### src/rtl/regfile_psr.sv
// Operand-fetch / write-back stage: general-purpose register file, PSR, write counter and B-operand immediate mux.
// Define REGFILE_BYPASS_EN to forward same-cycle write data onto A_out/B_out.
module regfile_psr #(
    parameter int DATA_W   = 16,
    parameter int NUM_REGS = 16,
    parameter int IMM_W    = 8
) (
    input  logic              clk,
    input  logic              reset,
    input  logic [3:0]        ra_addr,
    input  logic [3:0]        rb_addr,
    input  logic [IMM_W-1:0]  imm,
    input  logic              imm_sel,
    input  logic              imm_sext,
    output logic [DATA_W-1:0] A_out,
    output logic [DATA_W-1:0] B_out,
    input  logic              wr_en,
    input  logic [3:0]        wr_addr,
    input  logic [DATA_W-1:0] wr_data,
    input  logic [4:0]        flags_in,
    input  logic [4:0]        flags_we,
    output logic [4:0]        psr_out,
    output logic [15:0]       wr_count
);

    logic [DATA_W-1:0] regs [NUM_REGS];
    logic [4:0]        psr;
    logic [15:0]       count;
    logic [DATA_W-1:0] a_reg;
    logic [DATA_W-1:0] b_reg;

    // Sign- or zero-extend the immediate field to operand width.
    function automatic logic [DATA_W-1:0] extend_imm(input logic [IMM_W-1:0] value,
                                                     input logic sext);
        logic signed [IMM_W-1:0]  sval;
        logic signed [DATA_W-1:0] wide;
        sval = value;
        wide = sval;
        extend_imm = sext ? wide : {{(DATA_W-IMM_W){1'b0}}, value};
    endfunction

    always_ff @(posedge clk) begin
        if (reset) begin
            for (int i = 0; i < NUM_REGS; i++) begin
                regs[i] <= '0;
            end
            psr   <= '0;
            count <= '0;
        end else begin
            if (wr_en) begin
                regs[wr_addr] <= wr_data;
                count         <= count + 16'd1;
            end
            for (int i = 0; i < 5; i++) begin
                if (flags_we[i]) begin
                    psr[i] <= flags_in[i];
                end
            end
        end
    end

    always_comb begin
        a_reg = regs[ra_addr];
        b_reg = regs[rb_addr];
`ifdef REGFILE_BYPASS_EN
        // Write-through lets a dependent instruction consume its producer's result without a stall.
        if (wr_en && !reset && (wr_addr == ra_addr)) begin
            a_reg = wr_data;
        end
        if (wr_en && !reset && (wr_addr == rb_addr)) begin
            b_reg = wr_data;
        end
`else
        a_reg = regs[ra_addr];
        b_reg = regs[rb_addr];
`endif
    end

    always_comb begin
        A_out = a_reg;
        B_out = imm_sel ? extend_imm(imm, imm_sext) : b_reg;
    end

    assign psr_out  = psr;
    assign wr_count = count;

endmodule
### config.mk
export PLATFORM = sky130hd
export DESIGN_NAME = regfile_psr
export DESIGN_NICKNAME = d
export VERILOG_FILES = /design/src/rtl/regfile_psr.sv
export SDC_FILE = /design/constraint.sdc
export NUM_CORES = 1
export LEC_CHECK = 0
export BUFFER_PORTS_ARGS = -buffer_cell sky130_fd_sc_hd__buf_4
export CAP_MARGIN = 0
export CORE_MARGIN = 1
export CORE_UTILIZATION = 30
export DETAILED_ROUTE_END_ITERATION = 8
export PLACE_DENSITY = 0.46
export SLEW_MARGIN = 10
export SYNTH_ARGS = -nofsm -noshare
export SYNTH_HDL_FRONTEND = slang
export SYNTH_SLANG_ARGS = --single-unit
### constraint.sdc
create_clock -name clk -period 1.8 [get_ports clk]
set_clock_uncertainty 0.15 [all_clocks]
set_input_delay 0 -clock clk [delete_from_list [all_inputs] [get_ports clk]]
set_output_delay 0 -clock clk [all_outputs]
set_load 0.01 [all_outputs]
==> results of run 1 <==
## area by class of cell
| type | count | area (um2) | share of cell area, % |
|---|---|---|---|
| clock buffer | 33 | 783 | 4.22 |
| clock inverter | 24 | 285 | 1.54 |
| inverter | 1 | 3.75 | 0.0202 |
| multi-input combinational | 580 | 6270 | 33.8 |
| sequential | 277 | 8110 | 43.7 |
| tap | 615 | 769 | 4.14 |
| timing repair buffer | 236 | 2350 | 12.7 |
## sequential cells by signal, summed over array words and instances (netlist names)
signal / cells
psr_out: 5
regs: 256
wr_count: 16
## per-layer routing
layer	track usage, %	vias to the layer above	part of all wire [%]
met3	2.44	46	4.1
met4	5.29	0	1.9
met1	26.6	4811	45
met2	32.3	265	49
met5	0	-	0
li1	-	3982	-
## final timing paths
check                                  from                         to  slack [ns]  depth (start not counted)
hold / removal                  flags_we[3]    psr_out[3]$_SDFFE_PP0P_        0.08                          4
setup / recovery  regs[15][8]$_SDFFCE_PN0P_                   A_out[8]       -0.63                          4
hold reg to reg   wr_count[15]$_SDFFE_PP0P_  wr_count[15]$_SDFFE_PP0P_        0.34                          2
setup reg to reg   wr_count[1]$_SDFFE_PP0P_  wr_count[15]$_SDFFE_PP0P_        0.13                          4
## worst min-delay path, cell delays in order
cell	delay (ns)
sky130_fd_sc_hd__buf_4	0.08
sky130_fd_sc_hd__mux2i_1	0.05
sky130_fd_sc_hd__dlygate4sd3_1	0.55
sky130_fd_sc_hd__nor2_1	0.08
## cells in the final DEF (no fill, tap or decap), types with 7 or more instances in the layout
master                          Yosys  layout
sky130_fd_sc_hd__and2_1           259     259
sky130_fd_sc_hd__edfxtp_1         256     256
sky130_fd_sc_hd__buf_4             12     146
sky130_fd_sc_hd__mux4_2           113     136
sky130_fd_sc_hd__buf_12             0      32
sky130_fd_sc_hd__clkbuf_16          0      31
sky130_fd_sc_hd__dlygate4sd3_1      0      31
sky130_fd_sc_hd__nor2_1            30      30
sky130_fd_sc_hd__buf_6              7      27
sky130_fd_sc_hd__dfxtp_1           21      20
sky130_fd_sc_hd__or2_2             18      15
sky130_fd_sc_hd__mux2i_1           15      13
sky130_fd_sc_hd__clkinv_1           0      10
sky130_fd_sc_hd__nand2_1           17       9
sky130_fd_sc_hd__mux2_4             0       8
sky130_fd_sc_hd__xor2_1             8       8
sky130_fd_sc_hd__mux4_1            30       7
sky130_fd_sc_hd__a21o_1             7       7
sky130_fd_sc_hd__bufinv_16          0       7
## cells by family after synthesis
logic type	share of synthesized area (%)
AO/OA/AOI/OAI	1.80
XOR/XNOR	0.657
adder cells (fa/ha/maj)	0.0853
buffers and inverters	2.82
flip-flops	55.3
multiplexers	24.6
AND/OR/NAND/NOR	14.7
## cell usage after synthesis, types with 3 or more instances
master / count / share of area [%]
sky130_fd_sc_hd__edfxtp_1: 256 / 52
sky130_fd_sc_hd__nand2_1: 17 / 0.44
sky130_fd_sc_hd__nor3_1: 4 / 0.14
sky130_fd_sc_hd__and2_1: 259 / 11
sky130_fd_sc_hd__a22oi_1: 6 / 0.31
sky130_fd_sc_hd__xnor2_1: 3 / 0.18
sky130_fd_sc_hd__mux4_2: 113 / 17
sky130_fd_sc_hd__nand3_1: 9 / 0.31
sky130_fd_sc_hd__buf_4: 12 / 0.61
sky130_fd_sc_hd__mux2_2: 9 / 0.69
sky130_fd_sc_hd__o21ai_0: 3 / 0.10
sky130_fd_sc_hd__or2_2: 18 / 0.77
sky130_fd_sc_hd__a21o_1: 7 / 0.36
sky130_fd_sc_hd__nand2b_1: 4 / 0.17
sky130_fd_sc_hd__o22ai_1: 7 / 0.30
sky130_fd_sc_hd__mux4_1: 30 / 5.4
sky130_fd_sc_hd__or3_1: 3 / 0.13
sky130_fd_sc_hd__xor2_1: 8 / 0.48
sky130_fd_sc_hd__buf_2: 15 / 0.51
sky130_fd_sc_hd__nand4_1: 5 / 0.21
sky130_fd_sc_hd__mux2i_1: 15 / 1.0
sky130_fd_sc_hd__clkbuf_1: 41 / 1.0
sky130_fd_sc_hd__dfxtp_1: 21 / 2.9
sky130_fd_sc_hd__buf_6: 7 / 0.54
sky130_fd_sc_hd__a211oi_1: 7 / 0.36
sky130_fd_sc_hd__a21oi_1: 4 / 0.14
sky130_fd_sc_hd__nor2_1: 30 / 0.77
## what timing repair did
action                                 in CTS  in global routing
pin swaps                                  11                  6
setup buffers                               0                  2
endpoints found under the hold margin     279                  0
setup endpoints to repair                  32                 81
gates resized for setup                    81                 15
hold buffers                               31                  0
## power breakdown
group / switching (uW) / total, uW / internal, uW
combinational: 1100 / 2350 / 1250
sequential: 207 / 7590 / 7380
clock: 2670 / 6780 / 4120
total: 3980 / 16700 / 12800
## metrics by stage
stage,total power (uW),area (um2)
final,16700,18600
after global routing,17200,18600
after CTS,16900,18500
after detailed placement,9880,17000
after global placement,9880,17000
after floorplan,8780,14700
==> out/summary.md, run 1 <==
Setup repair after global routing could not meet its margin everywhere. The die is 223 um wide. TritonCTS built the clock tree.

CTS H-tree depth: 1. The most used flip-flop cell after synthesis is sky130_fd_sc_hd__edfxtp_1. Number of distinct library cells after synthesis: 44.

Static timing analysis puts the maximum clock frequency at 412 MHz. The post-synthesis instance area is 14,700 um2. The combined buffer and inverter count along the critical path is 2, and the wire length after detailed routing is 47,400 um.

The worst setup path is launched from a flop. Subtracting the final worst setup slack from the clock period gives 2.43 ns. Relative to the synthesized area, the layout overhead comes to 26.6%.

Critical path's largest stage delay: 0.56 ns. The largest net degree at the start of global routing came out at 31. The cell family contributing the most delay on the critical path is multiplexers. The share of synthesized registers carrying an async set or reset was 0%; the via count of the first global-routing pass was 9,693. The clock transition at the register clock pins on the worst setup and hold paths after CTS came out at 0.06 ns. Power spread over the standard cell area amounts to 901 nW/um2. For the total routing resource utilization after global routing, the log shows 19.4%. The largest individual stage delay along the critical path comes from the cell sky130_fd_sc_hd__mux4_2.

The number of standard cells in the layout, taps in and fillers out is 1,766. The min-delay analysis places its worst path in the category input port to flop. The smallest hold slack is 0.0834 ns. The dominant cell type by count on the critical path was sky130_fd_sc_hd__mux4_2. The die covers 49,800 um2.

Max-cap violations in this run came to 0. The kind of critical path is flop to primary output. Synthesis inferred 277 register bits. In this run the remaining antenna-violating nets after routing total 0. The core box area is 47,900 um2, and the row count is 80.

The run gives 3 as the initial antenna violation count. At the end of routability-driven placement, the weighted congestion stood at 0.842. The via count normalized by instance count was 5.16. The repair_antennas step left the layout with diodes totalling 0.

The synthesis warning total was 0; the final standard cell utilization of the core was 38.7%. Traced cell by cell, the critical path runs through buf_4 -> mux4_2 -> mux4_2 -> buf_6. After filler insertion, the fill cell instance count of the layout stands at 4,461.

The checks that failed: setup timing. For the count of endpoints failing setup in the final report, the log shows 32. The transition time at the pin with the least slew margin was 0.711 ns.

STA classifies the critical path endpoint as a primary output. The net count after synthesis is 987, and the data arrival time of the worst path is 2.28 ns. The clock sink count came out at 277.

The tools report the worst vdd rail ir drop as 0.603 mV. A synthesized cell averages 15.7 um2. The synthesized design contains 256 enable-type register cells.

The tree is rooted in a sky130_fd_sc_hd__clkbuf_16. The net count of the finished layout is 1,179. In this run the worst path has a maximum fanout of 2. Of the synthesized area, sequential elements account for 55.3%. For the sum of net half-perimeters after detailed placement, the log shows 31,500 um. The first global-routing pass estimated 69,200 um of wire. Fraction of layout instances using a drive strength above 1: 38.7%. For the initial detailed-routing violation count, the log shows 834.

The final count of hold timing violations is 0. Number of buffers inserted during clock tree synthesis: 31. The maximum clock insertion buffer count is 3. During placement, the flow inserted port buffers numbering 103.

The max-slew violation count came out at 0. The via count was 9,104; the ratio of final minimum period to clock period was 135%. The final worst setup slack was -0.626 ns; the number of cells in the design after placement was 1,681. The run gives 1.65 ns as the data required time of the worst path.

The worst pin sits at a relative slew slack of 52.6%. Before CTS, the worst setup slack after placement is -0.183 ns. In the final routed layout, each cell accounts on average for 26.9 um. For this run, the detailed router's first-pass iteration total came to 5.

The I/O pin count came out at 104. The run gives 0.57 ns as the clock insertion delay at the later pin of the skew report. The tools report the detailed-route DRC error count as 0.

The run finished, with violations left. Final sum of negative setup slack: -14.93 ns. Synthesized netlist cell count: 935.

After global routing the overflow that remains totals 0. The starting density of the core was 30.6%; the overall die height was 223 um. For the static leakage power, the log shows 0.00676 uW.
(Power assumes the default switching activity.)
==> run 2, diff against run 1 <==
Settings changed: CAP_MARGIN 0 to 20, PLACE_DENSITY 0.46 to 0.56, REMOVE_ABC_BUFFERS set to 1.
==> out/summary.md, run 2 (synthesized netlist as in run 1, its figures left out) <==
The clock insertion delay at the later pin of the skew report is 0.54 ns (was 0.57 ns). The tools report the sink of the worst hold path as regs[12][11]$_SDFFCE_PN0P_ (was psr_out[3]$_SDFFE_PP0P_). Startpoint of the worst hold path: wr_addr[1] (was flags_we[3]). The worst slack after detailed placement came out at -0.198 ns (was -0.183 ns). The first-pass GRT wire length was 66,800 um (was 69,200 um). Highest-count cells in the layout ignoring fill and taps: sky130_fd_sc_hd__and2_1 (259), sky130_fd_sc_hd__edfxtp_1 (256), sky130_fd_sc_hd__buf_4 (141) (was sky130_fd_sc_hd__and2_1 (259), sky130_fd_sc_hd__edfxtp_1 (256), sky130_fd_sc_hd__buf_4 (146)). The clock transition at the register clock pins on the worst setup and hold paths after CTS is 0.06 ns (about the same), and the critical path's largest stage delay is 0.61 ns (was 0.56 ns). Transition time at the pin with the least slew margin: 0.584 ns (was 0.711 ns).

The peak fanout along the critical path works out to 2 (unchanged). The floorplan die width is 223 um (unchanged), and the ratio of final minimum period to clock period is 129% (was 135%). The number of flip-flops under the largest register name came out at 256 (unchanged). TritonCTS built the clock tree. The register-to-register setup slack was 0.14 ns (was 0.13 ns); the number of buffers inserted during clock tree synthesis was 35 (was 31). The run gives 3 (unchanged) as the maximum clock insertion buffer count. The via count normalized by instance count is 5.23 (was 5.16).

Kind of critical path: flop to primary output (unchanged). The data arrival time of the worst path was 2.18 ns (was 2.28 ns). Series of cell instances along the critical path: mux4_4 -> mux4_2 -> buf_6 (was buf_4 -> mux4_2 -> mux4_2 -> buf_6).

The tools report the routability congestion estimate from global placement as 0.824 (was 0.842). The wire length after detailed routing was 45,600 um (was 47,400 um). For the data required time of the worst path, the log shows 1.65 ns (about the same). The register bank with the most flops is regs (unchanged).

For the clock sink count, the log shows 277 (unchanged). The logs give 925 (was 834) for the initial detailed-routing violation count and 4,367 (was 4,461) for the number of filler cells placed in the layout. The family with the most delay on the worst path was multiplexers (unchanged). Worst slew slack as a fraction of its limit: 60.8% (was 52.6%). Cell at the root of the clock tree: sky130_fd_sc_hd__clkbuf_16 (unchanged). The iteration count of the initial detailed-routing pass was 5 (unchanged). The routed wirelength normalized by instance count was 25.7 um (was 26.9 um).

The sum of net half-perimeters after detailed placement was 30,500 um (was 31,500 um); the count of endpoints failing setup in the final report was 32 (unchanged). The cell depth of the worst flop-to-flop path was 4 (unchanged). Kind of end point of the critical path: a primary output (unchanged).

The startpoint type of the worst setup path is a flop (unchanged). The via count is 9,266 (was 9,104). Violated checks: setup timing (unchanged). The endpoint of the most critical register-to-register path was wr_count[15]$_SDFFE_PP0P_ (unchanged).

The starting density of the core is 30.6% (unchanged), and the total routing resource utilization after global routing is 18.6% (was 19.4%). The overall die height is 223 um (unchanged), and the via count of the first global-routing pass is 9,566 (was 9,693). The minimum clock period is 2.33 ns (was 2.43 ns). The slowest cell on the critical path was sky130_fd_sc_hd__mux4_4 (was sky130_fd_sc_hd__mux4_2). The detailed-route DRC error count was 0 (unchanged); the power density relative to cell area was 890 nW/um2 (was 901 nW/um2). The static leakage power came out at 0.00674 uW (was 0.00676 uW). Reg-to-reg critical path startpoint: wr_count[6]$_SDFFE_PP0P_ (was wr_count[1]$_SDFFE_PP0P_).

For the final count of hold timing violations, the log shows 0 (unchanged). The tools report the core box area as 47,900 um2 (unchanged). For the final net count, the log shows 1,180 (was 1,179).

The number of cells in the design after placement was 1,672 (was 1,681); the fraction of layout instances using a drive strength above 1 was 39.8% (was 38.7%). For the number of routed nets with antenna violations, the log shows 0 (unchanged). The run gives 0.483 mV (was 0.603 mV) as the worst vdd rail ir drop.

The number of standard cells in the layout, taps in and fillers out was 1,771 (was 1,766); the initial antenna violation count was 2 (was 3). The post-synthesis to final-layout area growth came out at 26.8% (was 26.6%). For the number of max-capacitance violations reported, the log shows 0 (unchanged).

The type of the most critical hold path was input port to flop (unchanged). The combined buffer and inverter count along the critical path was 1 (was 2); the row count was 80 (unchanged). The tools report the largest net degree at the start of global routing as 38 (was 31). For the area of the die, the log shows 49,800 um2 (unchanged). The final worst setup slack was -0.528 ns (was -0.626 ns); the post-route total power was 16,600 uW (was 16,700 uW). Setup repair after global routing could not meet its margin everywhere. The I/O pin count was 104 (unchanged); the max-slew violation count was 0 (unchanged).

The depth of the worst hold-timing path was 4 (unchanged); the number of buffers inserted by port buffering was 103 (unchanged). The run finished, with violations left. The most frequent standard cell in the layout excluding fill and tap cells is sky130_fd_sc_hd__and2_1 (unchanged).

Sum of overflow across all layers after global routing: 0 (unchanged). The CTS H-tree depth was 2 (was 1); the highest clock rate was 430 MHz (was 412 MHz).
## run 2: changes by cell type in the layout (fill, tap and decap cells not counted), sizes merged
cell and delta:
bufinv -6, dlygate4sd3 -2, buf -1, clkbuf +13
inv +1, clkinvlp +1, clkinv -2, diode +1
## run 2: per-layer routing
metal / track usage, % / wire [um]
met1: 26.1 / 20000
met2: 29.3 / 21200
met3: 3.67 / 3330
met4: 5.16 / 1070
met5: 0 / 0
## run 2: how the worst max path moves through the flow
stage,from,endpoint,depth (start not counted)
after floorplan,wr_count[3]$_SDFFE_PP0P_,wr_count[15]$_SDFFE_PP0P_,4
after global placement,rb_addr[0],B_out[3],8
after detailed placement,rb_addr[0],B_out[3],8
after CTS,regs[6][15]$_SDFFCE_PN0P_,A_out[15],3
after global routing,regs[6][15]$_SDFFCE_PN0P_,A_out[15],3
final,regs[6][15]$_SDFFCE_PN0P_,A_out[15],3
## run 2: layout make-up
type	count	area, um2	share of cell area (%)
Clock inverter	18	131	0.706
Tap cell	615	769	4.14
Timing Repair Buffer	233	2350	12.6
Inverter	1	3.75	0.0202
Multi-Input combinational cell	580	6300	33.9
Sequential cell	277	8110	43.6
Clock buffer	46	938	5.05
Antenna cell	1	2.50	0.0135
## run 2: report_power, final
group / internal (uW) / switching [uW] / total [uW]
sequential: 7390 / 206 / 7590
clock: 3840 / 2800 / 6640
combinational: 1260 / 1060 / 2330
## run 2: stage by stage
stage               utilization (%)  hold WS (ns)  area [um2]  TNS [ns]
CTS                            38.6        0.0485       18500    -14.16
finish                         38.8        0.0815       18600    -13.32
floorplan                         -       -0.0809       14300         0
global placement               35.3        0.0815       16900    -0.911
detailed placement             35.3         0.107       16900    -0.820
global route                   38.8        0.0743       18600    -15.01
## run 2: repair_timing
action / 4_1_cts / 5_1_grt
endpoints found under the setup margin: 32 / 49
resized for setup: 91 / 19
gates cloned: 0 / 0
buffers inserted: 4 / 3
hold buffers: 29 / 0
endpoints found under the hold margin: 277 / 0
pin swaps: 14 / 4
## run 2: worst min-delay path: stages
cell and delay [ns]:
sky130_fd_sc_hd__buf_4 0.15, sky130_fd_sc_hd__nor3_2 0.06, sky130_fd_sc_hd__buf_4 0.21, sky130_fd_sc_hd__and2_1 0.18
==> run 3, diff against run 2 <==
Settings changed: ABC_AREA set to 1.
==> out/summary.md, run 3 <==
The final sum of negative setup slack is -1.09 ns (was -13.32 ns). The average instance area after synthesis was 7.88 um2 (was 15.7 um2). The post-synthesis mux area share came out at 0% (was 24.6%). The routability congestion estimate from global placement is 0.892 (was 0.824).

The row count was 83 (was 80); the sum of overflow across all layers after global routing was 0 (unchanged). The fraction of layout instances using a drive strength above 1 is 20.4% (was 39.8%). The number of buffers inserted during clock tree synthesis is 35 (unchanged), and the compound-gate portion of the synthesized area is 7.94% (was 1.80%). The tools report the highest clock rate as 523 MHz (was 430 MHz). Violated checks: setup timing (unchanged). The post-synthesis to final-layout area growth came out at 26.2% (was 26.8%). Setup repair after global routing could not meet its margin everywhere. The kind of critical path was flop to primary output (unchanged). Main combinational cell family by area after synthesis: simple AND/OR/NAND/NOR gates (was multiplexers). The number of routed nets with antenna violations was 0 (unchanged); the worst slack after detailed placement was 0.152 ns (was -0.198 ns).

The number of cells in the design after placement was 2,705 (was 1,672); the number of enable flip-flop cells after synthesis was 256 (unchanged). The clock transition at the register clock pins on the worst setup and hold paths after CTS came out at 0.06 ns (about the same). The floorplan die width was 230 um (was 223 um). The share of synthesized registers carrying an async set or reset came out at 0% (unchanged). TritonCTS built the clock tree.

Simple-gate share of the synthesized area: 29.8% (was 14.7%). The run gives 51,200 um2 (was 47,900 um2) as the core box area. Layer with the highest usage: met2 (unchanged). Starting density of the core: 30.3% (was 30.6%). The xor and xnor fraction of the mapped netlist area was 0.169% (was 0.657%). The count of endpoints failing setup in the final report was 21 (was 32); the post-synthesis instance area was 15,500 um2 (was 14,700 um2). The run gives 104 (unchanged) as the I/O pin count. The peak fanout along the critical path is 2 (unchanged). The final worst setup slack came out at -0.111 ns (was -0.528 ns). The CTS H-tree depth was 2 (unchanged).

The number of distinct library cells after synthesis is 28 (was 44), and the static leakage power is 0.00849 uW (was 0.00674 uW). The prevailing post-synth register cell is sky130_fd_sc_hd__edfxtp_1 (unchanged). The via count of the first global-routing pass is 13,700 (was 9,566), and the number of register bits inferred by synthesis is 277 (unchanged). The iteration count of the initial detailed-routing pass is 5 (unchanged).

The tools report the global-route met1 utilization as 27.7% (was 26.1%). Cells taking the most area after synthesis: sky130_fd_sc_hd__edfxtp_1 (49%), sky130_fd_sc_hd__nand2_1 (11%), sky130_fd_sc_hd__nand3_1 (9.2%), sky130_fd_sc_hd__nor2_1 (7.6%), sky130_fd_sc_hd__inv_1 (5.5%) (was sky130_fd_sc_hd__edfxtp_1 (52%), sky130_fd_sc_hd__mux4_2 (17%), sky130_fd_sc_hd__and2_1 (11%), sky130_fd_sc_hd__mux4_1 (5.4%), sky130_fd_sc_hd__dfxtp_1 (2.9%)). The smallest hold slack was 0.0980 ns (was 0.0815 ns); the power density relative to cell area was 867 nW/um2 (was 890 nW/um2). For the worst slew slack as a fraction of its limit, the log shows 53.3% (was 60.8%). Highest-count cells in the layout ignoring fill and taps: sky130_fd_sc_hd__nand2_1 (408), sky130_fd_sc_hd__nor2_1 (312), sky130_fd_sc_hd__edfxtp_1 (256) (was sky130_fd_sc_hd__and2_1 (259), sky130_fd_sc_hd__edfxtp_1 (256), sky130_fd_sc_hd__buf_4 (141)). The data required time of the worst path came out at 1.65 ns (about the same). The logs give 0 (was 2) for the initial antenna violation count and 54,800 um (was 45,600 um) for the wire length after detailed routing. The register bank with the most flops was regs (unchanged).

The final net count is 2,149 (was 1,180), and the transition time at the pin with the least slew margin is 0.699 ns (was 0.584 ns). For the final count of hold timing violations, the log shows 0 (unchanged). The adder and majority cell fraction of the synthesized area came out at 0.0806% (was 0.0853%). The proportion of synthesized chip area in sequential cells was 52.2% (was 55.3%). The ratio of final minimum period to clock period is 106% (was 129%). Detailed-route DRC error count: 0 (unchanged). The cell at the root of the clock tree was sky130_fd_sc_hd__clkbuf_16 (unchanged). The type of the most critical hold path was input port to flop (unchanged). Maximum clock insertion buffer count: 3 (unchanged). The via count normalized by instance count is 5.15 (was 5.23).

The minimum clock period is 1.91 ns (was 2.33 ns), and the number of flip-flops under the largest register name is 256 (unchanged). Register-to-register setup slack: 0.18 ns (was 0.14 ns). The via count is 14,400 (was 9,266), and the first-pass GRT wire length is 82,400 um (was 66,800 um). The most frequent standard cell in the layout excluding fill and tap cells was sky130_fd_sc_hd__nand2_1 (was sky130_fd_sc_hd__and2_1). The largest net degree at the start of global routing was 60 (was 38).

The number of standard cells in the layout, taps in and fillers out came out at 2,797 (was 1,771). The met3 track demand over resource came out at 3.49% (was 3.67%). The worst vdd rail ir drop came out at 0.501 mV (was 0.483 mV). The tools report the kind of end point of the critical path as a primary output (unchanged). The startpoint type of the worst setup path was a flop (unchanged). The data arrival time of the worst path came out at 1.76 ns (was 2.18 ns).

Cell accounting for the most synthesized area: sky130_fd_sc_hd__edfxtp_1 (unchanged). The number of buffers inserted by port buffering was 103 (unchanged). The tools report the clock sink count as 277 (unchanged).

The flow ran to the end, but the final reports show violations. Total routing resource utilization after global routing: 20.5% (was 18.6%). The most used standard cell by instance count after synthesis was sky130_fd_sc_hd__nand2_1 (was sky130_fd_sc_hd__and2_1).

The logs give 52,700 um2 (was 49,800 um2) for the area of the die and 0 (unchanged) for the max-slew violation count. Most common library cells after synthesis: sky130_fd_sc_hd__nand2_1 (471), sky130_fd_sc_hd__nor2_1 (313), sky130_fd_sc_hd__nand3_1 (287), sky130_fd_sc_hd__edfxtp_1 (256), sky130_fd_sc_hd__inv_1 (228) (was sky130_fd_sc_hd__and2_1 (259), sky130_fd_sc_hd__edfxtp_1 (256), sky130_fd_sc_hd__mux4_2 (113), sky130_fd_sc_hd__clkbuf_1 (41)). The logs give 19,600 um2 (was 18,600 um2) for the total non-filler cell area in the finished layout and 0 (unchanged) for the synthesis warning total. The top-area cell type share of the netlist area is 49.5% (was 52.4%), and the initial detailed-routing violation count is 1,599 (was 925). The overall die height works out to 230 um (was 223 um).

The routed wirelength normalized by instance count was 19.6 um (was 25.7 um). The total placed instance area was 17,500 um2 (was 16,900 um2); the number of inserted diodes was 0 (was 1). The sum of net half-perimeters after detailed placement is 34,400 um (was 30,500 um), and the met2 capacity usage during global routing is 33.0% (was 29.3%).

The tools report the clock insertion delay at the later pin of the skew report as 0.53 ns (was 0.54 ns). For the synthesized netlist cell count, the log shows 1,972 (was 935). The number of max-capacitance violations reported is 0 (unchanged).
[run 3: cell types whose count changed after synthesis, sizes merged, moves of 13 or more]
| cell | previous run | this run |
|---|---|---|
| a21oi | 4 | 76 |
| mux4 | 144 | 0 |
| nor2 | 30 | 315 |
| buf | 35 | 87 |
| o211ai | 0 | 64 |
| or2 | 18 | 0 |
| o21ai | 3 | 73 |
| nand3 | 9 | 287 |
| mux2i | 15 | 0 |
| clkbuf | 41 | 54 |
| inv | 1 | 229 |
| and2 | 259 | 0 |
| nand2 | 17 | 488 |
[run 3: area by class of cell]
| class | instances | area [um2] |
|---|---|---|
| Clock buffer | 40 | 916 |
| Multi-Input combinational cell | 1325 | 6480 |
| Fill cell | 5104 | 31600 |
| Clock inverter | 17 | 150 |
| Sequential cell | 277 | 8110 |
| Tap cell | 680 | 851 |
| Timing Repair Buffer | 229 | 2240 |
| Inverter | 229 | 861 |
[run 3: worst max-delay path, cell delays in order, from the launching register on]
cell,delay (ns)
sky130_fd_sc_hd__edfxtp_1,0.40
sky130_fd_sc_hd__inv_2,0.09
sky130_fd_sc_hd__nand2_1,0.05
sky130_fd_sc_hd__nand3_1,0.11
sky130_fd_sc_hd__nand3_2,0.09
sky130_fd_sc_hd__nand2_4,0.11
sky130_fd_sc_hd__nand2_1,0.07
sky130_fd_sc_hd__nand3_2,0.09
sky130_fd_sc_hd__nand2_1,0.09
sky130_fd_sc_hd__buf_6,0.15
[run 3: path summary, 6_finish.rpt]
check                                               start                         end  cells after the start
worst max-delay path            regs[3][10]$_SDFFCE_PN0P_                   B_out[10]                      9
worst min-delay path                           wr_addr[1]  regs[13][15]$_SDFFCE_PN0P_                      6
worst max register to register   wr_count[4]$_SDFFE_PP0P_   wr_count[15]$_SDFFE_PP0P_                      9
worst min register to register  wr_count[15]$_SDFFE_PP0P_   wr_count[15]$_SDFFE_PP0P_                      2
[run 3: cell families (layout without fill, tap and decap cells)]
| logic type | after synthesis | after routing |
|---|---|---|
| xor+xnor | 3 | 3 |
| fa+ha+maj | 1 | 1 |
| compound gates | 214 | 214 |
| flops | 277 | 277 |
| buf+inv | 370 | 515 |
| simple gates | 1107 | 1107 |
[run 3: per-layer routing]
metal  wire (um)  vias to the layer above
met1       23300                     6892
li1            -                     6691
met3        4590                      116
met5           0                        -
met4        1720                        0
met2       25100                      702
[run 3: through the flow]
stage | util [%] | power (uW)
6_report | 38.3 | 17000
5_1_grt | 38.3 | 17600
4_1_cts | 37.7 | 17000
3_5_place_dp | 34.2 | 10000
3_3_place_gp | 34.2 | 9990
2_1_floorplan | - | 8720
[run 3: repair_timing]
item,in CTS,in global routing
gates resized for setup,129,90
pin swaps,75,83
endpoints found under the hold margin,410,0
setup endpoints to repair,32,33
setup buffers,3,1
hold buffers,31,0
[run 3: report_power, final]
| group | internal [uW] | switching (uW) | total, uW | leakage [uW] |
|---|---|---|---|---|
| registers | 7380 | 177 | 7560 | 0.00261 |
| clock network | 3930 | 2810 | 6740 | 0.000532 |
| logic | 978 | 1710 | 2690 | 0.00534 |
